$ cat src/rtl/audio_sample_feeder.sv
// Paces buffered 16-bit audio samples out at one write strobe every DIV clocks.
// A FIFO is pre-filled to PRIME entries first; if it runs dry, zero samples are sent.
//
// state    | meaning
// ---------+------------------------------------------------------------
// ST_IDLE  | flushed, no output; waits for en
// ST_PRIME | accepting samples until the FIFO holds PRIME entries
// ST_RUN   | one strobe per DIV cycles; pops a sample or inserts a zero
module audio_sample_feeder #(
    parameter int DIV   = 3125,
    parameter int DEPTH = 16,
    parameter int PRIME = 8
) (
    input  logic                     clk,
    input  logic                     reset,
    input  logic                     en,
    input  logic [15:0]              s_data,
    input  logic                     s_valid,
    output logic                     s_ready,
    output logic [15:0]              x_i,
    output logic                     write,
    output logic                     underrun,
    output logic [$clog2(DEPTH):0]   level,
    output logic [31:0]              sample_count
);

    localparam int AW = $clog2(DEPTH);
    localparam int DW = $clog2(DIV);
    localparam logic [DW-1:0] DIV_LOAD  = DW'(DIV - 1);
    localparam logic [DW-1:0] DIV_ONE   = DW'(1);
    localparam logic [AW:0]   PTR_ONE   = (AW+1)'(1);
    localparam logic [AW:0]   PRIME_LVL = (AW+1)'(PRIME);

    typedef enum logic [1:0] {
        ST_IDLE  = 2'd0,
        ST_PRIME = 2'd1,
        ST_RUN   = 2'd2
    } state_t;

    state_t          state;
    logic [AW:0]     wr_ptr;
    logic [AW:0]     rd_ptr;
    logic [DW-1:0]   div_cnt;
    logic [15:0]     mem [DEPTH];
    logic            full;
    logic            empty;
    logic            push;

    // Pointers carry one extra wrap bit so full and empty are distinguishable.
    assign full    = (wr_ptr[AW] != rd_ptr[AW]) && (wr_ptr[AW-1:0] == rd_ptr[AW-1:0]);
    assign empty   = (wr_ptr == rd_ptr);
    assign level   = wr_ptr - rd_ptr;
    assign s_ready = (state != ST_IDLE) && !full;
    assign push    = s_valid && s_ready;

    always_ff @(posedge clk) begin
        if (push) begin
            mem[wr_ptr[AW-1:0]] <= s_data;
        end
    end

    always_ff @(posedge clk or negedge reset) begin
        if (!reset) begin
            state        <= ST_IDLE;
            wr_ptr       <= '0;
            rd_ptr       <= '0;
            div_cnt      <= '0;
            x_i          <= '0;
            write        <= 1'b0;
            underrun     <= 1'b0;
            sample_count <= '0;
        end else begin
            write <= 1'b0;
            case (state)
                ST_IDLE: begin
                    wr_ptr       <= '0;
                    rd_ptr       <= '0;
                    div_cnt      <= '0;
                    underrun     <= 1'b0;
                    sample_count <= '0;
                    if (en) begin
                        state <= ST_PRIME;
                    end
                end
                ST_PRIME: begin
                    if (!en) begin
                        state        <= ST_IDLE;
                        wr_ptr       <= '0;
                        rd_ptr       <= '0;
                        div_cnt      <= '0;
                        underrun     <= 1'b0;
                        sample_count <= '0;
                    end else begin
                        if (push) begin
                            wr_ptr <= wr_ptr + PTR_ONE;
                        end
                        if (level >= PRIME_LVL) begin
                            state   <= ST_RUN;
                            div_cnt <= DIV_LOAD;
                        end
                    end
                end
                ST_RUN: begin
                    if (!en) begin
                        // Dropping en suppresses any tick due this cycle.
                        state        <= ST_IDLE;
                        wr_ptr       <= '0;
                        rd_ptr       <= '0;
                        div_cnt      <= '0;
                        underrun     <= 1'b0;
                        sample_count <= '0;
                    end else begin
                        if (push) begin
                            wr_ptr <= wr_ptr + PTR_ONE;
                        end
                        if (div_cnt == '0) begin
                            div_cnt      <= DIV_LOAD;
                            write        <= 1'b1;
                            sample_count <= sample_count + 32'd1;
                            // Empty is judged before any same-cycle push lands.
                            if (!empty) begin
                                x_i    <= mem[rd_ptr[AW-1:0]];
                                rd_ptr <= rd_ptr + PTR_ONE;
                            end else begin
                                x_i      <= '0;
                                underrun <= 1'b1;
                            end
                        end else begin
                            div_cnt <= div_cnt - DIV_ONE;
                        end
                    end
                end
                default: begin
                    state <= ST_IDLE;
                end
            endcase
        end
    end

endmodule

$ cat config.mk
export PLATFORM = sky130hd
export DESIGN_NAME = audio_sample_feeder
export DESIGN_NICKNAME = d
export VERILOG_FILES = /design/src/rtl/audio_sample_feeder.sv
export SDC_FILE = /design/constraint.sdc
export NUM_CORES = 1
export LEC_CHECK = 0
export BUFFER_PORTS_ARGS = -buffer_cell sky130_fd_sc_hd__buf_4
export CORE_UTILIZATION = 66
export CTS_CLUSTER_DIAMETER = 60
export DETAILED_ROUTE_END_ITERATION = 7
export GPL_TIMING_DRIVEN = 0
export PLACE_DENSITY = 0.85
export SYNTH_ARGS = -nofsm -noshare
export SYNTH_HDL_FRONTEND = slang
export SYNTH_SLANG_ARGS = --single-unit
export TNS_END_PERCENT = 20
$ cat constraint.sdc
create_clock -name clk -period 8.4 [get_ports clk]
set_input_delay 1.26 -clock clk [delete_from_list [all_inputs] [get_ports clk]]
set_output_delay 1.26 -clock clk [all_outputs]
set_load 0.005 [all_outputs]
After elaboration in Yosys (flattened, before gate mapping)
Memories as Yosys holds them, arrays and structs flattened.
Index checks and enable logic that the tools add are counted.
- flip-flop bits (word level): 74
- RAM bits: 256
- input port bits: 20
- output and inout bits: 56
- word-level logic and storage cells: 78
- memories kept: 1
- add/subtract/negate cells: 5
- order comparisons: 1
- eq/ne operators: 13
- mux-type cells: 33
- reductions and logical operators: 17
- memory list (memory ; depth ; bits a word ; rd ports ; clocked after Yosys merged registers in ; write ports ; RTL line ; text):
    mem ; 16 ; 16 ; 1 ; 0 ; 1 ; 44 ; logic [15:0] mem [DEPTH];
- operators with widths (cell ; count):
    $mux 32 ; 3
    $pmux 32 s3 ; 1
    $mux 12 ; 4
    $pmux 12 s3 ; 1
    $add 32x1->32 const B ; 1
    $mux 5 ; 6
    $mux 16 ; 1
    $pmux 5 s3 ; 1
    $logic_not 12->1 ; 1
    $ne 3x3->1 const B ; 4
    $sub 12x1->12 const B ; 1
    $add 5x1->5 const B ; 2
    $pmux 5 s2 ; 1
    $mux 1 ; 9
    $reduce_and 3->1 ; 3
    $mux 2 ; 4
    $reduce_and 4->1 ; 2
    $ne 2x2->1 const B ; 3
    $pmux 2 s3 ; 1
    $eq 5x5->1 ; 1
    $ge 5x4->1 const B ; 1
    $sub 5x5->5 ; 1
    $eq 4x4->1 ; 1
    $reduce_and 2->1 ; 2
    other kinds (11) ; 14

Logic depth before layout (Yosys ltp)
Gate-level depths: netlist of the first run.
- depth after elaboration: 8
- gate-level depth with buffers: 10
- depth with buffers taken out: 9

Least setup slack after synthesis of the first run
No wires, ideal clock.
- path type: reg2reg
- start point: register rd_ptr[2]
- end point: memory mem[3][0] (enable)
- setup time: 409 ps
- arrival time: 3294 ps
- required time: 7991 ps
- slack: 4697 ps
- stages on the path, launching flop included: 9
- path buffers: 2
- period minus slack after synthesis: 3703 ps
- cells stage by stage: dfrtp_1 clkbuf_1 inv_1 clkbuf_1 ha_1 and4_1 a211oi_2 nand2_1 nor3_1
- cells in the longest elaborated chain, start to end: 7
- RTL lines (item ; RTL line ; text):
    start: declaration ; 42 ; logic [AW:0] rd_ptr;
    start signal: assignment ; 123 ; rd_ptr <= rd_ptr + PTR_ONE;
    $eq 4x4->1 ; 50 ; assign full = (wr_ptr[AW] != rd_ptr[AW]) && (wr_ptr[AW-1:0] == rd_ptr[AW-1:0]);
    $logic_and 1x1->1 ; 50 ;
    $logic_not 1->1 ; 53 ; assign s_ready = (state != ST_IDLE) && !full;
    $logic_and 1x1->1 ; 53 ;
    $logic_and 1x1->1 ; 54 ; assign push = s_valid && s_ready;
    $mux 1 ; 57 ; if (push) begin
    $mux 1 (not written as such) ; 58 ; mem[wr_ptr[AW-1:0]] <= s_data;
    end: declaration ; 44 ;
No other way between the ends.

Final worst setup path of the first run
- start point: register rd_ptr[2]
- end point: memory mem[0][0] (enable)
Same word-level chain as after synthesis.

==> results of run 1 <==
synth_stat cells (3+ instances only):
library cell	instances	area, µm²
edfxtp_1	256	7687
nand2_1	128	480.5
dfrtp_1	74	1852
mux4_2	64	1441
a21oi_1	52	260.3
o21ai_0	43	215.2
nor2_1	42	157.7
clkbuf_1	38	142.6
nand3_1	25	125.1
inv_1	20	75.07
ha_1	16	200.2
nor3_1	14	70.07
xnor2_1	14	122.6
o31ai_1	12	90.09
nand4_1	11	68.82
a211oi_1	10	75.07
or3_1	9	56.30
or4_1	9	67.56
buf_2	7	35.03
a31oi_1	6	37.54
and3_1	6	37.54
and4_1	5	43.79
a2111oi_0	4	35.03
a31o_2	4	35.03
a32o_1	4	40.04
and2_1	3	18.77
buf_1	3	11.26
nand3b_1	3	22.52
nor3b_1	3	22.52
o211ai_1	3	22.52
o41ai_1	3	26.28
xor2_1	3	26.28
placed cells by master, fill, tap and decap left out, drive strengths merged, types with 9 or more instances in the layout:
cell type,netlist,routed
edfxtp,256,256
nand2,128,128
buf,11,104
clkbuf,38,87
dfrtp,74,74
mux4,64,64
a21oi,52,52
o21ai,43,43
nor2,42,42
nand3,25,25
inv,20,22
ha,16,16
xnor2,14,14
nor3,14,14
o31ai,12,12
nand4,12,12
a211oi,12,12
or3,10,10
clkinv,1,10
or4,9,9
worst max-delay path by stage:
stage,from,to,slack [ns]
after detailed placement,rd_ptr[2],mem[1][3],3.87
after floorplan,rd_ptr[2],mem[3][0],4.70
after CTS,rd_ptr[2],mem[0][0],3.82
after global routing,rd_ptr[2],mem[0][0],3.59
after global placement,rd_ptr[2],mem[3][12],2.70
final,rd_ptr[2],mem[0][0],3.64
layer usage:
layer | part of all wire, % | GRT usage, %
met1 | 36 | 47.18
met2 | 48 | 54.27
met3 | 12 | 6.863
met4 | 4.8 | 16.29
met5 | 0 | 0
final cells by class:
| class | count | area (µm²) |
|---|---|---|
| Fill cell | 1065 | 4151 |
| Timing Repair Buffer | 93 | 835.8 |
| Clock inverter | 14 | 148.9 |
| Tap cell | 270 | 337.8 |
| Multi-Input combinational cell | 530 | 4159 |
| Buffer | 49 | 200.2 |
| Clock buffer | 49 | 978.4 |
| Inverter | 21 | 78.83 |
| Sequential cell | 330 | 9539 |
power by group through the flow:
stage | Clock (mW) | Sequential, mW | Combinational [mW]
4_1_cts | 1.50 | 1.89 | 1.04
6_report | 1.51 | 1.89 | 1.06
5_1_grt | 1.57 | 1.90 | 1.14
3_5_place_dp | 0 | 1.92 | 1.02
3_3_place_gp | 0 | 1.92 | 0.976
2_1_floorplan | 0 | 1.91 | 0.688
through the flow:
| stage | total power [mW] | cells | hold WS, ns |
|---|---|---|---|
| 2_1_floorplan | 2.596 | 930 | 0.4523 |
| 3_3_place_gp | 2.894 | 1275 | 0.4691 |
| 3_5_place_dp | 2.937 | 1293 | 0.4740 |
| 4_1_cts | 4.436 | 1356 | 0.4997 |
| 5_1_grt | 4.605 | 1356 | 0.5213 |
| 6_report | 4.460 | 1356 | 0.4944 |
worst reg2reg max path: cells and delay by family, from the launching register on:
| family | cells | cell delay (ns) |
|---|---|---|
| compound gates | 1 | 0.67 |
| fa+ha+maj | 1 | 0.43 |
| simple gates | 3 | 1.38 |
| buf+inv | 4 | 1.60 |
| flops | 1 | 0.37 |
registers in the layout (all words and copies together) (netlist names):
register      cells
rd_ptr            5
sample_count     32
write             1
wr_ptr            5
x_i              16
state             2
mem             256
underrun          1
div_cnt          12
kinds of logic after synthesis:
| group | Yosys count |
|---|---|
| AOI/OAI and AO/OA | 159 |
| and+or+nand+nor | 271 |
| xor gates and xnor gates | 17 |
| buffers and inverters | 70 |
| adders and majority gates | 17 |
| muxes | 66 |
| DFF | 330 |
==> impl_metrics.csv, run 1 <==
group,metric,value,unit
status,status,"complete, no violations",
clock_tree,cts-root-buf,"clkbuf_16",
clock_tree,clk-insertion-delay-late,0.54,ns
pwr,leakagePower,5.812,nW
logic_synthesis,syn_area_per_cell,14.98,µm²
logic_synthesis,synthAdderAreaFrac,1.581,%
critical_path,worst_setup_path_end_kind,"register",
sta,hold_viol,0,
die,die_area,21690,µm²
logic_synthesis,synth-simple-area-share,9.191,%
clock_tree,cts_buffer_depth,3,
clock_tree,cts_tree,"yes",
global_route,grt_pass1_wl,54670,µm
critical_path,cp.required,8.62,ns
logic_synthesis,ys_warn_count,0,
detailed_routing,first_iter_violations,1396,
final_layout,final_layout_size_suffix_gt1_share,22.84,%
sta,fin_crit_sh,56.66,%
critical_path,critPathMaxStageDelay,0.80,ns
die,start_util,68.17,%
critical_path,critical_path.top_delay_family,"buffers and inverters",
global_route,antenna_found_initial,0,
logic_synthesis,synthCells,930,
hold_path,worstHoldStart,"underrun",
logic_synthesis,async_flop_share,22.42,%
global_route,grt_max_degree,75,
critical_path,critPathMaxFanout,10,
die,core_area,20430,µm²
placement,dpl_cell_area,15150,µm²
logic_synthesis,synth_edf_count,256,
logic_synthesis,synth_area,13930,µm²
final_layout,syn_to_final_growth,16.88,%
sta,slew_headroom,31.58,%
global_route,grt_util_all_layers,34.50,%
placement,dp_hpwl,21970,µm
global_route,grt_pass1_vias,9292,
pwr,switching_power,1.359,mW
sta,tns,0,ns
critical_path,criticalPathCategory,"register to register",
pwr,seqPwrFrac,42.5,%
critical_path,r2r-end,"mem[0][0]",
detailed_routing,wl_per_cell,26.61,µm
critical_path,critPathLaunchType,"register",
final_layout,nets,1097,
clock_tree,cts-resized-gates,0,
critical_path,crit_cells,9,
critical_path,timing.critical_path.mode_cell,"clkbuf_1",
detailed_routing,vias,9400,
die,die_h,147.3,µm
clock_tree,htree_levels,2,
logic_synthesis,synth_nets,967,
critical_path,crit_slowest_cell,"nor3_2",
sta,fin_crit,4.760,ns
clock_tree,clock-sinks,330,
pwr,netSwitchingFraction,30.46,%
placement,gp_congestion,0.8811,
hold_path,hold_depth,1,
final_layout,design_area,16280,µm²
die,fp.dieW,147.3,µm
hold_path,hp-class,"register to register",
logic_synthesis,yosys.area_share.xor_xnor,1.069,%
sta,fin_worst_skew,0.02366,ns
logic_synthesis,synth_top_family_by_area,"multiplexers",
pwr,pwr-share-clk,33.8,%
detailed_routing,via_per_inst,6.932,
logic_synthesis,ys_seq_area_share,68.49,%
sta,rsz0062_at_grt,"false",
critical_path,arrival,4.98,ns
hold_path,min_to,"underrun",
sta,worst_pin_slew,1.026,ns
detailed_routing,antenna_left,0,
placement,io_buffers,75,
logic_synthesis,ys.flop_type,"edfxtp_1",
final_layout,final_core_utilization,79.68,%
pwr,ir_worst_vdd,0.0002149,V
flow_run,max_cap_viol_count,0,
final_layout,n_antenna_cell,0,
logic_synthesis,synth.distinct_cells,63,
clock_tree,cts_hold_buf,0,
die,rows,52,
pwr,power.density,274.0,nW/µm²
detailed_routing,wl,36090,µm
clock_tree,clk_pin_slew,0.06,ns
critical_path,r2r_start,"rd_ptr[2]",
logic_synthesis,synthMuxAreaShare,10.50,%
pwr,p_int,3.102,mW
placement,post-place-ws,3.871,ns
critical_path,path_cells,"clkbuf_1, inv_1, clkbuf_1, ha_1, and4_1, a211oi_2, nand2_1, nor3_2, buf_6",
critical_path,cp.buffers_inverters,4,
pwr,p_comb_share,23.8,%
sta,final_max_slew_viol_count,0,
logic_synthesis,synth_compound_area_share,7.160,%
clock_tree,cts_setup_buffers,0,
sta,setup_viol,0,
detailed_routing,first_pass_iters,6,
die,ios,76,
critical_path,rrSetupSlack,3.64,ns
sta,max_freq,210.1,MHz
critical_path,rr_worst_depth,9,
logic_synthesis,synth_seq_cells,330,
detailed_routing,route.detailed.drc,0,
clock_tree,cts_made_buffers,35,
sta,setup_slack,3.640,ns
global_route,overflow,0,
(Power assumes the default switching activity.)
==> run 2, diff against run 1 <==
Settings changed: CORE_UTILIZATION 66 to 55, PLACE_DENSITY 0.85 to 0.76.
Clock period 8.4 ns to 4 ns, I/O delays scaled along.
==> run 2 against run 1 <==
Net effect: first-iteration DRC count fell by 26%; critical endpoint is now mem[7][15]; routed wire length fell by 7.9%; sequential cell count did not move; global-route usage fell by 8.3 points; count of clock-buffer cells in the layout fell by 2; sequential power rose by 110%; power rose by 110%; register-to-register slack got worse by 3.5 ns; clock skew fell by 0.0017 ns; non-clock buffer count fell by 1; fmax rose by 24%; worst hold slack got worse by 0.24 ns.
==> impl_metrics.csv, run 2 (same netlist as run 1, synthesis figures left out) <==
group,metric,value,unit
final_layout,nets,1096,
sta,setup_viol,0,
clock_tree,cts_tree,"yes",
pwr,netSwitchingFraction,29.15,%
sta,rsz0062_at_grt,"false",
die,rows,57,
final_layout,largest_register_ffs,256,
clock_tree,clk-insertion-delay-late,0.53,ns
clock_tree,htree_levels,2,
pwr,power.total,9.439,mW
die,die_h,161.1,µm
final_layout,n_antenna_cell,0,
critical_path,r2r-end,"mem[7][15]",
critical_path,cp.required,4.22,ns
clock_tree,clock-sinks,330,
sta,fin_crit,3.829,ns
pwr,leakagePower,5.817,nW
detailed_routing,antenna_left,0,
placement,gp_congestion,0.8818,
die,die_area,25960,µm²
detailed_routing,via_per_inst,6.247,
sta,max_freq,261.2,MHz
detailed_routing,wl_per_cell,23.60,µm
placement,post-place-ws,-0.3928,ns
sta,worst_pin_slew,1.035,ns
critical_path,r2r_start,"rd_ptr[1]",
hold_path,hp-class,"input pin to async pin",
clock_tree,cts_buffer_depth,3,
global_route,grt_pass1_vias,8785,
detailed_routing,first_pass_iters,6,
sta,slew_headroom,30.98,%
pwr,p_comb_share,23.0,%
final_layout,syn_to_final_growth,17.94,%
pwr,ir_worst_vdd,0.0004654,V
final_layout,design_area,16430,µm²
sta,hold_viol,0,
pwr,p_int,6.688,mW
sta,setup_slack,0.1710,ns
detailed_routing,first_iter_violations,1029,
sta,fin_worst_skew,0.02200,ns
placement,dpl_cell_area,15180,µm²
sta,final_max_slew_viol_count,0,
sta,fin_crit_sh,95.73,%
detailed_routing,route.detailed.drc,0,
flow_run,max_cap_viol_count,0,
critical_path,criticalPathCategory,"register to register",
global_route,antenna_found_initial,0,
detailed_routing,wl,33220,µm
critical_path,endpoint,"mem[7][15]",
sta,tns,0,ns
critical_path,rr_worst_depth,9,
global_route,overflow,0,
critical_path,arrival,4.05,ns
placement,place_inst,1346,
pwr,switching_power,2.752,mW
pwr,pwr-share-clk,35.0,%
global_route,grt_max_degree,75,
detailed_routing,vias,8796,
critical_path,critPathMaxFanout,11,
global_route,grt_pass1_wl,50820,µm
clock_tree,clk_pin_slew,0.06,ns
clock_tree,cts_made_buffers,35,
final_layout,layout_common_cells,"256 x edfxtp_1, 128 x nand2_1, 75 x buf_4, 74 x dfrtp_1, 64 x mux4_2",
die,start_util,56.60,%
pwr,power.density,574.7,nW/µm²
die,ios,76,
global_route,grt_util_all_layers,26.22,%
critical_path,cp-startpoint,"rd_ptr[1]",
placement,dp_hpwl,21400,µm
final_layout,final_layout_size_suffix_gt1_share,22.79,%
die,fp.dieW,161.1,µm
pwr,seqPwrFrac,42.1,%
clock_tree,cts-root-buf,"clkbuf_16",
placement,io_buffers,75,
final_layout,mostFrequentLayoutCell,"edfxtp_1",
final_layout,finalNonFillerCells,1408,
die,core_area,24600,µm²
critical_path,worst_setup_path_end_kind,"register",
critical_path,rrSetupSlack,0.17,ns
status,status,"complete, no violations",
critical_path,critPathLaunchType,"register",
final_layout,fillers,1695,
clock_tree,cts_hold_buf,0,
[run 2: area by class of cell]
type,count,area (µm²),share of cell area [%]
buffer,48,196.4,1.196
clock buffer,47,970.9,5.911
clock inverter,15,196.4,1.196
inverter,21,82.58,0.5027
multi-input combinational,530,4215,25.66
sequential,330,9539,58.07
tap,324,405.4,2.468
timing repair buffer,93,819.5,4.989
[run 2: metrics by stage]
| stage | utilization (%) | hold WS [ns] |
|---|---|---|
| global route | 66.76 | 0.3396 |
| CTS | 66.61 | 0.2910 |
| detailed placement | 61.70 | 0.4750 |
| finish | 66.76 | 0.2511 |
| global placement | 60.54 | 0.4693 |
| floorplan | - | 0.3044 |
[run 2: how the worst min path moves through the flow]
stage / startpoint / end / slack, ns / depth (start not counted)
global placement: x_i[15] / x_i[15] / 0.47 / 2
global route: reset / x_i[15] / 0.34 / 1
floorplan: reset / div_cnt[0] / 0.30 / 0
detailed placement: x_i[3] / x_i[3] / 0.48 / 2
CTS: reset / x_i[13] / 0.29 / 1
finish: reset / div_cnt[9] / 0.25 / 1
[run 2: layer usage]
metal,GRT usage (%),vias to the layer above,wire (µm)
li1,-,3874,-
met1,35.31,4433,13070
met2,43.51,414,16600
met3,3.929,75,2501
met4,10.16,0,1052
met5,0,-,0
[run 2: power by group through the flow]
stage	registers [mW]	logic [mW]	clock network, mW
2_1_floorplan	4.01	1.45	0
3_3_place_gp	4.03	2.08	0
3_5_place_dp	4.03	2.13	0
4_1_cts	3.97	2.16	3.32
5_1_grt	3.98	2.36	3.46
6_report	3.97	2.17	3.30
[run 2: worst max-delay path: stages, from the launching register on]
cell	delay, ns
dfrtp_1	0.35
clkbuf_1	0.28
clkinvlp_4	0.35
clkbuf_1	0.45
ha_1	0.43
and4_1	0.20
a211oi_4	0.46
nand2_1	0.39
nor2_4	0.41
buf_8	0.21
[run 2: what timing repair did]
item	in CTS	in global routing
resized for setup	4	7
buffers inserted	1	0
pin swaps	0	1
setup endpoints to repair	123	195
==> run 3, diff against run 2 <==
Settings changed: GPL_TIMING_DRIVEN 0 to not set, MAX_ROUTING_LAYER set to met4.
==> run 3 against run 2 <==
Net effect: critical path depth is 3 lower; non-clock buffer count is 31 lower; fmax is 27% higher; utilization is 1.2 points lower; routed wire length is 4.1% lower.
==> impl_metrics.csv, run 3 (same netlist as run 1, synthesis figures left out) <==
group,metric,value,unit
final_layout,final_core_utilization,65.57,%
detailed_routing,route.detailed.drc,0,
sta,tns,0,ns
die,rows,57,
critical_path,cp-startpoint,"wr_ptr[3]",
clock_tree,cts-root-buf,"clkbuf_16",
final_layout,syn_to_final_growth,15.85,%
sta,worst_pin_slew,1.186,ns
placement,io_buffers,75,
sta,setup_viol,0,
clock_tree,cts-resized-gates,0,
flow_run,max_cap_viol_count,0,
sta,final_max_slew_viol_count,0,
final_layout,mostFrequentLayoutCell,"edfxtp_1",
detailed_routing,dr_wl_met3,2407,µm
critical_path,arrival,3.23,ns
sta,rsz0062_at_grt,"false",
die,die_area,25960,µm²
die,fp.dieW,161.1,µm
global_route,grt_util_all_layers,26.41,%
sta,whs,0.2363,ns
critical_path,cp.required,4.21,ns
critical_path,critPathLaunchType,"register",
placement,gp_congestion,0.8343,
clock_tree,cts_setup_buffers,0,
status,status,"complete, no violations",
clock_tree,cts_made_buffers,36,
die,start_util,56.60,%
sta,slew_headroom,20.92,%
clock_tree,clk_pin_slew,0.06,ns
final_layout,nets,1066,
detailed_routing,routed.top_layer,"met4",
detailed_routing,via_per_inst,6.232,
die,ios,76,
critical_path,r2r-end,"mem[11][4]",
global_route,overflow,0,
final_layout,n_antenna_cell,0,
die,core_area,24600,µm²
clock_tree,htree_levels,2,
final_layout,design_area,16130,µm²
sta,max_freq,330.8,MHz
detailed_routing,vias,8606,
detailed_routing,wl_met2,15610,µm
critical_path,worst_setup_path_end_kind,"register",
global_route,grt_pass1_wl,49890,µm
sta,hold_viol,0,
final_layout,finalNonFillerCells,1381,
die,die_h,161.1,µm
clock_tree,cts_buffer_depth,3,
final_layout,final_layout_size_suffix_gt1_share,24.41,%
placement,dp_hpwl,19080,µm
critical_path,rrSetupSlack,0.98,ns
clock_tree,cts_hold_buf,0,
final_layout,layout_common_cells,"256 x edfxtp_1, 128 x nand2_1, 110 x buf_4, 71 x dfrtp_1, 64 x mux4_2",
global_route,grt_max_degree,75,
clock_tree,clk-insertion-delay-late,0.53,ns
detailed_routing,first_pass_iters,6,
clock_tree,clock-sinks,330,
detailed_routing,first_iter_violations,836,
sta,fin_crit_sh,75.58,%
detailed_routing,wl,31870,µm
critical_path,critPathMaxFanout,13,
critical_path,r2r_start,"wr_ptr[3]",
sta,fin_worst_skew,0.01115,ns
placement,place_inst,1315,
hold_path,hp-class,"input pin to async pin",
pwr,leakagePower,5.781,nW
placement,dpl_cell_area,15010,µm²
clock_tree,cts_tree,"yes",
pwr,power.density,569.5,nW/µm²
final_layout,largest_register_ffs,256,
sta,fin_crit,3.023,ns
detailed_routing,met1_length,13240,µm
global_route,grt_pass1_vias,8544,
detailed_routing,antenna_left,0,
global_route,antenna_found_initial,0,
critical_path,criticalPathCategory,"register to register",
detailed_routing,wl_per_cell,23.08,µm
pwr,ir_worst_vdd,0.0005786,V
critical_path,rr_worst_depth,6,
[run 3: where the power goes]
group	internal [mW]	switching, mW
logic	0.857	1.20
registers	3.86	0.125
clock network	1.80	1.34
total	6.52	2.67
[run 3: area by class of cell]
class | count | area (µm²)
sequential | 330 | 9545
fill | 1752 | 8471
multi-input combinational | 530 | 4158
clock buffer | 50 | 973.4
timing repair buffer | 110 | 825.8
tap | 324 | 405.4
clock inverter | 16 | 147.6
inverter | 21 | 78.83
[run 3: metal layers]
layer | GRT usage (%) | vias up
li1 | - | 3805
met1 | 36.07 | 4372
met2 | 41.34 | 373
met3 | 4.674 | 56
met4 | 7.333 | 0
met5 | - | -
[run 3: per-stage QoR]
stage	setup WS, ns	power [mW]
2_1_floorplan	0.2966	5.452
3_3_place_gp	1.153	6.069
3_5_place_dp	1.047	6.096
4_1_cts	0.9933	9.238
5_1_grt	0.7799	9.590
6_report	0.9769	9.188
[run 3: critical path: stages (launching register included)]
cell and delay (ns):
dfrtp_1 0.50, ha_1 0.44, and4_1 0.28, a211oi_2 0.54
nand2_1 0.35, nor2_2 0.28, buf_4 0.31
[run 3: worst max path at each step]
stage,end,cells past startpoint
global placement,mem[11][14],6
CTS,mem[11][3],6
floorplan,mem[3][0],8
detailed placement,mem[11][12],6
global route,mem[11][9],6
finish,mem[11][4],6
